## config.mk

```make
export PLATFORM = sky130hd
export DESIGN_NAME = vtw_edge_sched
export DESIGN_NICKNAME = d
export VERILOG_FILES = /design/src/rtl/vtw_edge_sched.sv
export SDC_FILE = /design/constraint.sdc
export NUM_CORES = 1
export LEC_CHECK = 0
export ABC_AREA = 1
export BUFFER_PORTS_ARGS = -buffer_cell sky130_fd_sc_hd__buf_4
export CAP_MARGIN = 20
export CELL_PAD_IN_SITES_DETAIL_PLACEMENT = 1
export CELL_PAD_IN_SITES_GLOBAL_PLACEMENT = 1
export CORE_MARGIN = 2
export CORE_UTILIZATION = 44
export DETAILED_ROUTE_END_ITERATION = 8
export PLACE_DENSITY_LB_ADDON = 0.3
export RECOVER_POWER = 100
export SLEW_MARGIN = 20
export SYNTH_ARGS = -nofsm -noshare
export SYNTH_HDL_FRONTEND = slang
export SYNTH_SLANG_ARGS = --single-unit
```

## constraint.sdc

```tcl
create_clock -name clk_i -period 4.87 [get_ports clk_i]
set_clock_uncertainty 0.2 [all_clocks]
set_input_delay 0.7305 -clock clk_i [delete_from_list [all_inputs] [get_ports clk_i]]
set_output_delay 0.7305 -clock clk_i [all_outputs]
set_load 0.01 [all_outputs]
```

## src/rtl/vtw_edge_sched.sv

```systemverilog
// vtw_edge_sched -- per-channel edge scheduler for a tester pin.
//
// Each tester cycle (cycle_start_i) replays a small table of timed edges.
// Drive edges set the pin driver; compare edges open a strobe or window
// that checks chan_in_i/chan_mid_i and reports mismatches.
//
// Ports
//   clk_i, rst_i          clock, synchronous active-high reset
//   cfg_we_i/addr/time/action  edge-table write (honoured only while idle)
//   cfg_edge_num_i        active edge count, sampled on cycle_start_i
//   cycle_start_i         tester-cycle start pulse
//   vector_number_i       current vector, sampled on cycle_start_i
//   chan_in_i, chan_mid_i pin level / pin at mid level
//   drive_en_o, drive_val_o   driver control
//   cmp_active_o          compare window open
//   fail_o, fail_count_o  mismatch pulse and saturating count
//   busy_o, overrun_o     running, sticky cycle_start-while-running
//
// Optional: define VTW_EDGE_SCHED_FAIL_LOG_EN to add first_fail_valid_o,
// first_fail_vector_o and first_fail_tick_o (first mismatch since reset).
//
// State | meaning
// IDLE  | waiting for cycle_start, table writable
// RUN   | stepping through the edge table against the tick counter
module vtw_edge_sched #(
  parameter int NUM_EDGES = 4,
  parameter int TIME_W    = 8,
  parameter int CNT_W     = 16
) (
  input  logic              clk_i,
  input  logic              rst_i,
  input  logic              cfg_we_i,
  input  logic [2:0]        cfg_addr_i,
  input  logic [TIME_W-1:0] cfg_time_i,
  input  logic [3:0]        cfg_action_i,
  input  logic [3:0]        cfg_edge_num_i,
  input  logic              cycle_start_i,
  input  logic [31:0]       vector_number_i,
  input  logic              chan_in_i,
  input  logic              chan_mid_i,
  output logic              drive_en_o,
  output logic              drive_val_o,
  output logic              cmp_active_o,
  output logic              fail_o,
  output logic [CNT_W-1:0]  fail_count_o,
  output logic              busy_o,
  output logic              overrun_o
`ifdef VTW_EDGE_SCHED_FAIL_LOG_EN
  ,
  output logic              first_fail_valid_o,
  output logic [31:0]       first_fail_vector_o,
  output logic [TIME_W-1:0] first_fail_tick_o
`endif
);

  localparam int IW    = (NUM_EDGES > 1) ? $clog2(NUM_EDGES) : 1;
  localparam int DEPTH = 1 << IW;
  localparam logic [3:0]        NUM_EDGES_C = 4'(NUM_EDGES);
  localparam logic [TIME_W-1:0] TICK_MAX    = '1;
  localparam logic [TIME_W-1:0] TICK_ONE    = 1;
  localparam logic [CNT_W-1:0]  CNT_MAX     = '1;
  localparam logic [CNT_W-1:0]  CNT_ONE     = 1;

  typedef enum logic {S_IDLE, S_RUN} state_e;
  typedef enum logic [1:0] {EXP_LOW, EXP_HIGH, EXP_MID} exp_e;

  state_e            state_q, state_d;
  logic [TIME_W-1:0] tick_q, tick_d;
  logic [3:0]        idx_q, idx_d;
  logic [3:0]        cnt_q, cnt_d;
  logic              drive_en_q, drive_en_d;
  logic              drive_val_q, drive_val_d;
  logic              cmp_active_q, cmp_active_d;
  logic              win_mode_q, win_mode_d;
  exp_e              exp_q, exp_d;
  logic              fail_q, fail_d;
  logic [CNT_W-1:0]  fail_count_q, fail_count_d;
  logic              overrun_q, overrun_d;

  logic [TIME_W-1:0] edge_time_q [DEPTH];
  logic [3:0]        edge_act_q  [DEPTH];

  logic [TIME_W-1:0] cur_time;
  logic [3:0]        cur_act;
  logic [3:0]        num_clamped;
  logic              exec;
  logic              mismatch;
  logic              run;
  logic              addr_ok;

  assign run         = (state_q == S_RUN);
  assign num_clamped = (cfg_edge_num_i > NUM_EDGES_C) ? NUM_EDGES_C : cfg_edge_num_i;
  assign addr_ok     = ({1'b0, cfg_addr_i} < NUM_EDGES_C);
  assign cur_time    = edge_time_q[idx_q[IW-1:0]];
  assign cur_act     = edge_act_q[idx_q[IW-1:0]];

  always_comb begin
    state_d      = state_q;
    tick_d       = tick_q;
    idx_d        = idx_q;
    cnt_d        = cnt_q;
    drive_en_d   = drive_en_q;
    drive_val_d  = drive_val_q;
    cmp_active_d = cmp_active_q;
    win_mode_d   = win_mode_q;
    exp_d        = exp_q;
    overrun_d    = overrun_q;
    fail_count_d = fail_count_q;
    mismatch     = 1'b0;

    // A cycle_start closes any open window without checking it.
    if (cmp_active_q && !cycle_start_i) begin
      case (exp_q)
        EXP_LOW:  mismatch = chan_mid_i | chan_in_i;
        EXP_HIGH: mismatch = chan_mid_i | ~chan_in_i;
        default:  mismatch = ~chan_mid_i;
      endcase
    end
    fail_d = mismatch;
    if (mismatch && (fail_count_q != CNT_MAX)) fail_count_d = fail_count_q + CNT_ONE;
    if (cycle_start_i || mismatch || !win_mode_q) cmp_active_d = 1'b0;

    if (run && (tick_q != TICK_MAX)) tick_d = tick_q + TICK_ONE;
    if (run && (idx_q == cnt_q)) state_d = S_IDLE;

    // One edge per clock; a late edge simply executes on the next clock.
    exec = run && !cycle_start_i && (idx_q != cnt_q) && (tick_q >= cur_time);
    if (exec) begin
      idx_d = idx_q + 4'd1;
      case (cur_act[2:0])
        3'd1, 3'd2: begin
          drive_en_d   = 1'b1;
          drive_val_d  = cur_act[1];
          cmp_active_d = 1'b0;
        end
        3'd3: begin
          drive_en_d   = 1'b0;
          cmp_active_d = 1'b0;
        end
        3'd4, 3'd5, 3'd6: begin
          exp_d        = (cur_act[2:0] == 3'd4) ? EXP_LOW :
                         (cur_act[2:0] == 3'd5) ? EXP_HIGH : EXP_MID;
          cmp_active_d = 1'b1;
          win_mode_d   = cur_act[3];
        end
        3'd7:    cmp_active_d = 1'b0;
        default: ;
      endcase
    end

    if (cycle_start_i) begin
      if (run) overrun_d = 1'b1;
      cnt_d   = num_clamped;
      tick_d  = '0;
      idx_d   = '0;
      state_d = (num_clamped != 4'd0) ? S_RUN : S_IDLE;
    end
  end

  always_ff @(posedge clk_i) begin
    if (rst_i) begin
      state_q      <= S_IDLE;
      tick_q       <= '0;
      idx_q        <= '0;
      cnt_q        <= '0;
      drive_en_q   <= 1'b0;
      drive_val_q  <= 1'b0;
      cmp_active_q <= 1'b0;
      win_mode_q   <= 1'b0;
      exp_q        <= EXP_LOW;
      fail_q       <= 1'b0;
      fail_count_q <= '0;
      overrun_q    <= 1'b0;
    end else begin
      state_q      <= state_d;
      tick_q       <= tick_d;
      idx_q        <= idx_d;
      cnt_q        <= cnt_d;
      drive_en_q   <= drive_en_d;
      drive_val_q  <= drive_val_d;
      cmp_active_q <= cmp_active_d;
      win_mode_q   <= win_mode_d;
      exp_q        <= exp_d;
      fail_q       <= fail_d;
      fail_count_q <= fail_count_d;
      overrun_q    <= overrun_d;
    end
  end

  // Writes land even when cycle_start is in the same clock, so the new
  // cycle already sees them.
  always_ff @(posedge clk_i) begin
    if (rst_i) begin
      for (int i = 0; i < DEPTH; i++) begin
        edge_time_q[i] <= '0;
        edge_act_q[i]  <= '0;
      end
    end else if (cfg_we_i && !run && addr_ok) begin
      edge_time_q[cfg_addr_i[IW-1:0]] <= cfg_time_i;
      edge_act_q[cfg_addr_i[IW-1:0]]  <= cfg_action_i;
    end
  end

`ifdef VTW_EDGE_SCHED_FAIL_LOG_EN
  logic [31:0]       vector_q;
  logic              ff_valid_q;
  logic [31:0]       ff_vector_q;
  logic [TIME_W-1:0] ff_tick_q;

  always_ff @(posedge clk_i) begin
    if (rst_i) begin
      vector_q    <= '0;
      ff_valid_q  <= 1'b0;
      ff_vector_q <= '0;
      ff_tick_q   <= '0;
    end else begin
      if (cycle_start_i) vector_q <= vector_number_i;
      if (mismatch && !ff_valid_q) begin
        ff_valid_q  <= 1'b1;
        ff_vector_q <= vector_q;
        ff_tick_q   <= tick_q;
      end
    end
  end

  assign first_fail_valid_o  = ff_valid_q;
  assign first_fail_vector_o = ff_vector_q;
  assign first_fail_tick_o   = ff_tick_q;
`else
  logic unused_vector;
  assign unused_vector = ^vector_number_i;
`endif

  assign drive_en_o   = drive_en_q;
  assign drive_val_o  = drive_val_q;
  assign cmp_active_o = cmp_active_q;
  assign fail_o       = fail_q;
  assign fail_count_o = fail_count_q;
  assign busy_o       = run;
  assign overrun_o    = overrun_q;

endmodule

```

Word level (Yosys, flattened, before mapping). Memory sizes are Yosys's and may differ from the RTL's. A register that Yosys moved wholly into a read port is not among the register bits. Index checks and enable logic that the tools add are counted.

Memory bits (read-only): 0. Latch bits: 0. Bits of input ports: 57. Memory bits (writable): 48. Memories kept: 2. Output and inout port bits: 22. Flip-flop bits (word level): 41. Word-level logic and storage cells: 91.

Memories: edge_time_q (depth 4, width 8, read ports 1, clocked after Yosys merged registers in 1, write ports 4, RTL line 80) `logic [TIME_W-1:0] edge_time_q [DEPTH];`; edge_act_q (depth 4, width 4, read ports 1, clocked after Yosys merged registers in 1, write ports 4, RTL line 81) `logic [3:0] edge_act_q [DEPTH];`.

Multipliers: 0. Multiplexer cells: 27. Equal/unequal tests: 12. Add/sub/neg operators: 3. Bitwise logic cells: 4. Div/mod/pow operators: 0. Shift operators: 0. Order comparisons: 3. Reduce and logical (&&, ||, !) cells: 28.

Operators by type and width (count): 16-bit by 1-bit adder with 16-bit output, second input constant (1); 2-bit two-way mux (8); 16-bit inequality test, second input constant (1); 1-bit two-way mux (13); 3-bit equality test, second input constant (4); 1-bit logical AND (9); 8-bit by 1-bit adder with 8-bit output, second input constant (1); 8-bit >= comparator (1); 4-bit two-way mux (2); 8-bit two-way mux (1); 8-bit inequality test, second input constant (1); 2-bit AND reduction (4); 4-bit OR reduction (2); 8-bit OR reduction (1); 3-bit by 2-bit equality test with 1-bit output, second input constant (2); 1-bit one-hot mux with 2 select lines (3); 4-bit by 1-bit adder with 4-bit output, second input constant (1); 4-bit equality test (1); 4-bit by 3-bit > comparator with 1-bit output, second input constant (1); 4-bit inequality test (1); 2-bit nonzero test (2); 4-bit nonzero test (1); 2-bit OR reduction (2); 3-bit by 1-bit equality test with 1-bit output, second input constant (1); other kinds (8) (13).

Longest topological paths before layout.
Word-level depth: 9. Gate-level depth with buffers: 18. Depth with buffers taken out: 15.

Worst setup path before layout. No wires, ideal clock.

Kind: register -> register. From: reg (tool-made name). To: reg (tool-made name). Period minus slack after synthesis: 2605 ps. Library setup time: 120 ps. Data required time: 4550 ps. Path slack: 2265 ps. Data arrival time: 2285 ps. Stages on the path, launching flop included: 17. Buffers on the path: 3. Cell sequence: dfxtp_1 -> clkbuf_2 -> buf_2 -> buf_1 -> nand2_1 -> a32o_1 -> ha_1 -> nand2_1 -> nor2_1 -> nor2_1 -> nand2_1 -> nand2_1 -> nand2_1 -> nand2_1 -> inv_1 -> nor2_1 -> nor2_1.

==> results_dict.tcl <==
set metrics [dict create \
    dieArea_sq_um 11150 \
    cts_made_buffers 9 \
    seqCellArea_sq_um 2302 \
    antenna_left 0 \
    fin_ws_ps 1481 \
    antenna_found_initial 0 \
    worstSetupStartpointType "input port" \
    final_core_util_pct 50.26 \
    grt_pass1_vias 4002 \
    dp_hpwl_um 8088 \
    critical_path.startpoint "rst_i" \
    die_y_um 105.6 \
    clock_sinks 91 \
    dp_slack_ps 1561 \
    max_stage_delay_ps 690 \
    cts_resized 0 \
    synth.area.top_cells "edfxtp_1, dfxtp_1, nand2_1, nor2_1, inv_1" \
    syn_nets 642 \
    tightest_slew_ps 1026 \
    drv_slew 0 \
    worstHoldStart "cnt_q[3]" \
    drc 0 \
    min_period_ps 3389 \
    rsz0062_at_grt "false" \
    ys_seq_area_share_pct 50.72 \
    hold_class "reg2reg" \
    crit_chain "clkbuf_1 > nor2_1 > inv_1 > nor2_1 > nand2_1 > nand2_1" \
    num_vias 3878 \
    antenna_cells 0 \
    synth_top_area_share_pct 31.75 \
    gp_congestion 0.8362 \
    relSlewSlack_pct 31.30 \
    clk_path_buf_depth 2 \
    slowest_stage "clkbuf_1" \
    timing.max_cap.violations 0 \
    drive_gt1_share_pct 7.568 \
    wirelength_um 11710 \
    crit_type "in2reg" \
    status "finished, final reports clean" \
    finalPower_mw 1.530 \
    multi_input_area_sq_um 1911 \
    critPathArrivalTime_ps 3150 \
    num_io_pins 79 \
    crit_buf_inv 2 \
    netlist_area_sq_um 4539 \
    path_clk_slew_ps 80 \
    nFillCells 1317 \
    clockRootBuffer "clkbuf_8" \
    initial_utilization_pct 44.57 \
    grt_usage_pct 22.13 \
    cts_tree "yes" \
    ys_types 35 \
    drtIter0Drc 252 \
    ys_ff_latch 91 \
    cts_hold_buffers 0 \
    stdcell_area_sq_um 5119 \
    placed_area_sq_um 4986 \
    worst_setup_path_end_kind "flip-flop" \
    core_sq_um 10180 \
    place_inst 741 \
    placementRows 37 \
    overflow 0 \
    drtPass1Iterations 4 \
    hold_viol_final 0 \
    clk_latency_ps 370 \
    leakage_nw 2.118 \
    ff2ff_setup_slack_ps 1860 \
    cts_max_level 3 \
    post-cts-setup-buffers 0 \
    yosys_warnings 0 \
    final_cells 757 \
    setup_viol 0 \
    cp-endpoint "edge_act_q[1][2]" \
    io_buffers 46 \
    ir_worst_vdd_uv 144.0 \
    viasPerCell 5.123 \
    clock.fmax_mhz 295.1 \
    worstPathMaxFanout 17 \
    grt_max_degree 26 \
    grt_pass1_wl_um 19380 \
    path_depth 6 \
    wl_per_cell_um 15.46 \
    fin_hold_ws_ps 269.1 \
    avgSynthCellArea_sq_um 7.908 \
    fin_crit_sh_pct 69.58 \
    worst_ep_required_time_ps 4630 \
    yosysTopAreaCell "edfxtp_1" \
    fin_nets 684 \
    syn2layout_area_growth_pct 12.76 \
    p_per_area_nw_per_um2 298.9 \
    cpLargestDelayFamily "simple AND/OR/NAND/NOR gates" \
    die_w_um 105.6 \
    netlist_instances 574 \
    fin_tns_setup_ps 0 \
    reg2reg_depth 11 \
]
-- worst min-delay path by stage --
stage	endpoint	slack (ps)	cells past startpoint
6_report	cnt_q[3]	270	2
3_3_place_gp	cnt_q[3]	240	2
2_1_floorplan	cnt_q[3]	230	2
3_5_place_dp	cnt_q[3]	250	2
5_1_grt	cnt_q[3]	300	2
4_1_cts	cnt_q[3]	270	2
-- tightest hold or removal path, cell delays in order, from the launching register on --
cell and delay, ps:
dfxtp_1 320, inv_1 70, nor2_1 40
-- flip-flops by register name, indices dropped and copies added, names as in the netlist, named ones only --
register and flops:
busy_o 1, cmp_active_o 1, cnt_q 4, drive_en_o 1
drive_val_o 1, edge_act_q 16, edge_time_q 32, exp_q 2
fail_count_o 16, fail_o 1, idx_q 4, overrun_o 1
tick_q 8, win_mode_q 1
-- where the power goes --
group	internal (mW)	switching, mW	total (mW)
logic	0.0289	0.0595	0.0884
clock network	0.339	0.271	0.610
registers	0.825	0.00661	0.831
-- Yosys cell counts --
master,instances
a21oi_1,35
a21oi_2,1
a31oi_1,1
a32o_1,7
buf_1,3
buf_2,3
buf_4,1
buf_6,2
clkbuf_1,8
clkbuf_2,1
clkinv_1,2
dfxtp_1,43
edfxtp_1,48
ha_1,11
inv_1,57
inv_2,3
nand2_1,159
nand2_2,2
nand3_1,27
nand3b_1,2
nand4_1,6
nor2_1,102
nor3_1,10
nor3_2,1
nor3_4,1
nor3b_1,1
nor4_1,1
o21a_1,1
o21ai_0,17
o21ai_4,1
o22ai_1,2
o31ai_1,2
or2_2,2
xnor2_1,4
xor2_1,7
-- logic make-up (layout without fill, tap and decap cells) --
logic type | after synthesis | in the layout | share of synthesized area, %
compound gates | 67 | 67 | 8.738
flops | 91 | 91 | 50.72
buf+inv | 80 | 127 | 7.139
simple gates | 314 | 314 | 28.25
xor+xnor | 11 | 11 | 2.122
fa+ha+maj | 11 | 11 | 3.032
-- metal layers --
metal | global-route usage [%] | share of wire (%) | vias to the layer above
met4 | 6.767 | 1.3 | 0
met1 | 27.40 | 43 | 1868
met2 | 39.72 | 53 | 57
met3 | 3.278 | 2.7 | 12
li1 | - | - | 1941
met5 | 0 | 0 | -
-- final cells by class --
| cell class | instances | area share, % |
|---|---|---|
| clock buffer | 10 | 2.493 |
| inverter | 62 | 4.547 |
| clock inverter | 6 | 2.053 |
| tap | 136 | 3.324 |
| timing repair buffer | 49 | 5.280 |
| sequential | 91 | 44.98 |
| multi-input combinational | 403 | 37.33 |
-- placed cells by master, fill, tap and decap left out, types with 2 or more instances in the layout --
cell type  synthesis  final
a21oi_1           35     35
a32o_1             7      7
buf_4              1     22
bufinv_16          0      3
clkbuf_1           8     27
clkbuf_8           0      9
clkinv_1           2      2
clkinv_2           0      3
dfxtp_1           43     43
edfxtp_1          48     48
ha_1              11     11
inv_1             57     58
inv_2              3      2
nand2_1          159    160
nand3_1           27     27
nand3b_1           2      2
nand4_1            6      6
nor2_1           102    102
nor3_1            10     10
o21ai_0           17     17
o22ai_1            2      2
o31ai_1            2      2
or2_2              2      2
xnor2_1            4      4
xor2_1             7      7
(Power assumes the default switching activity.)
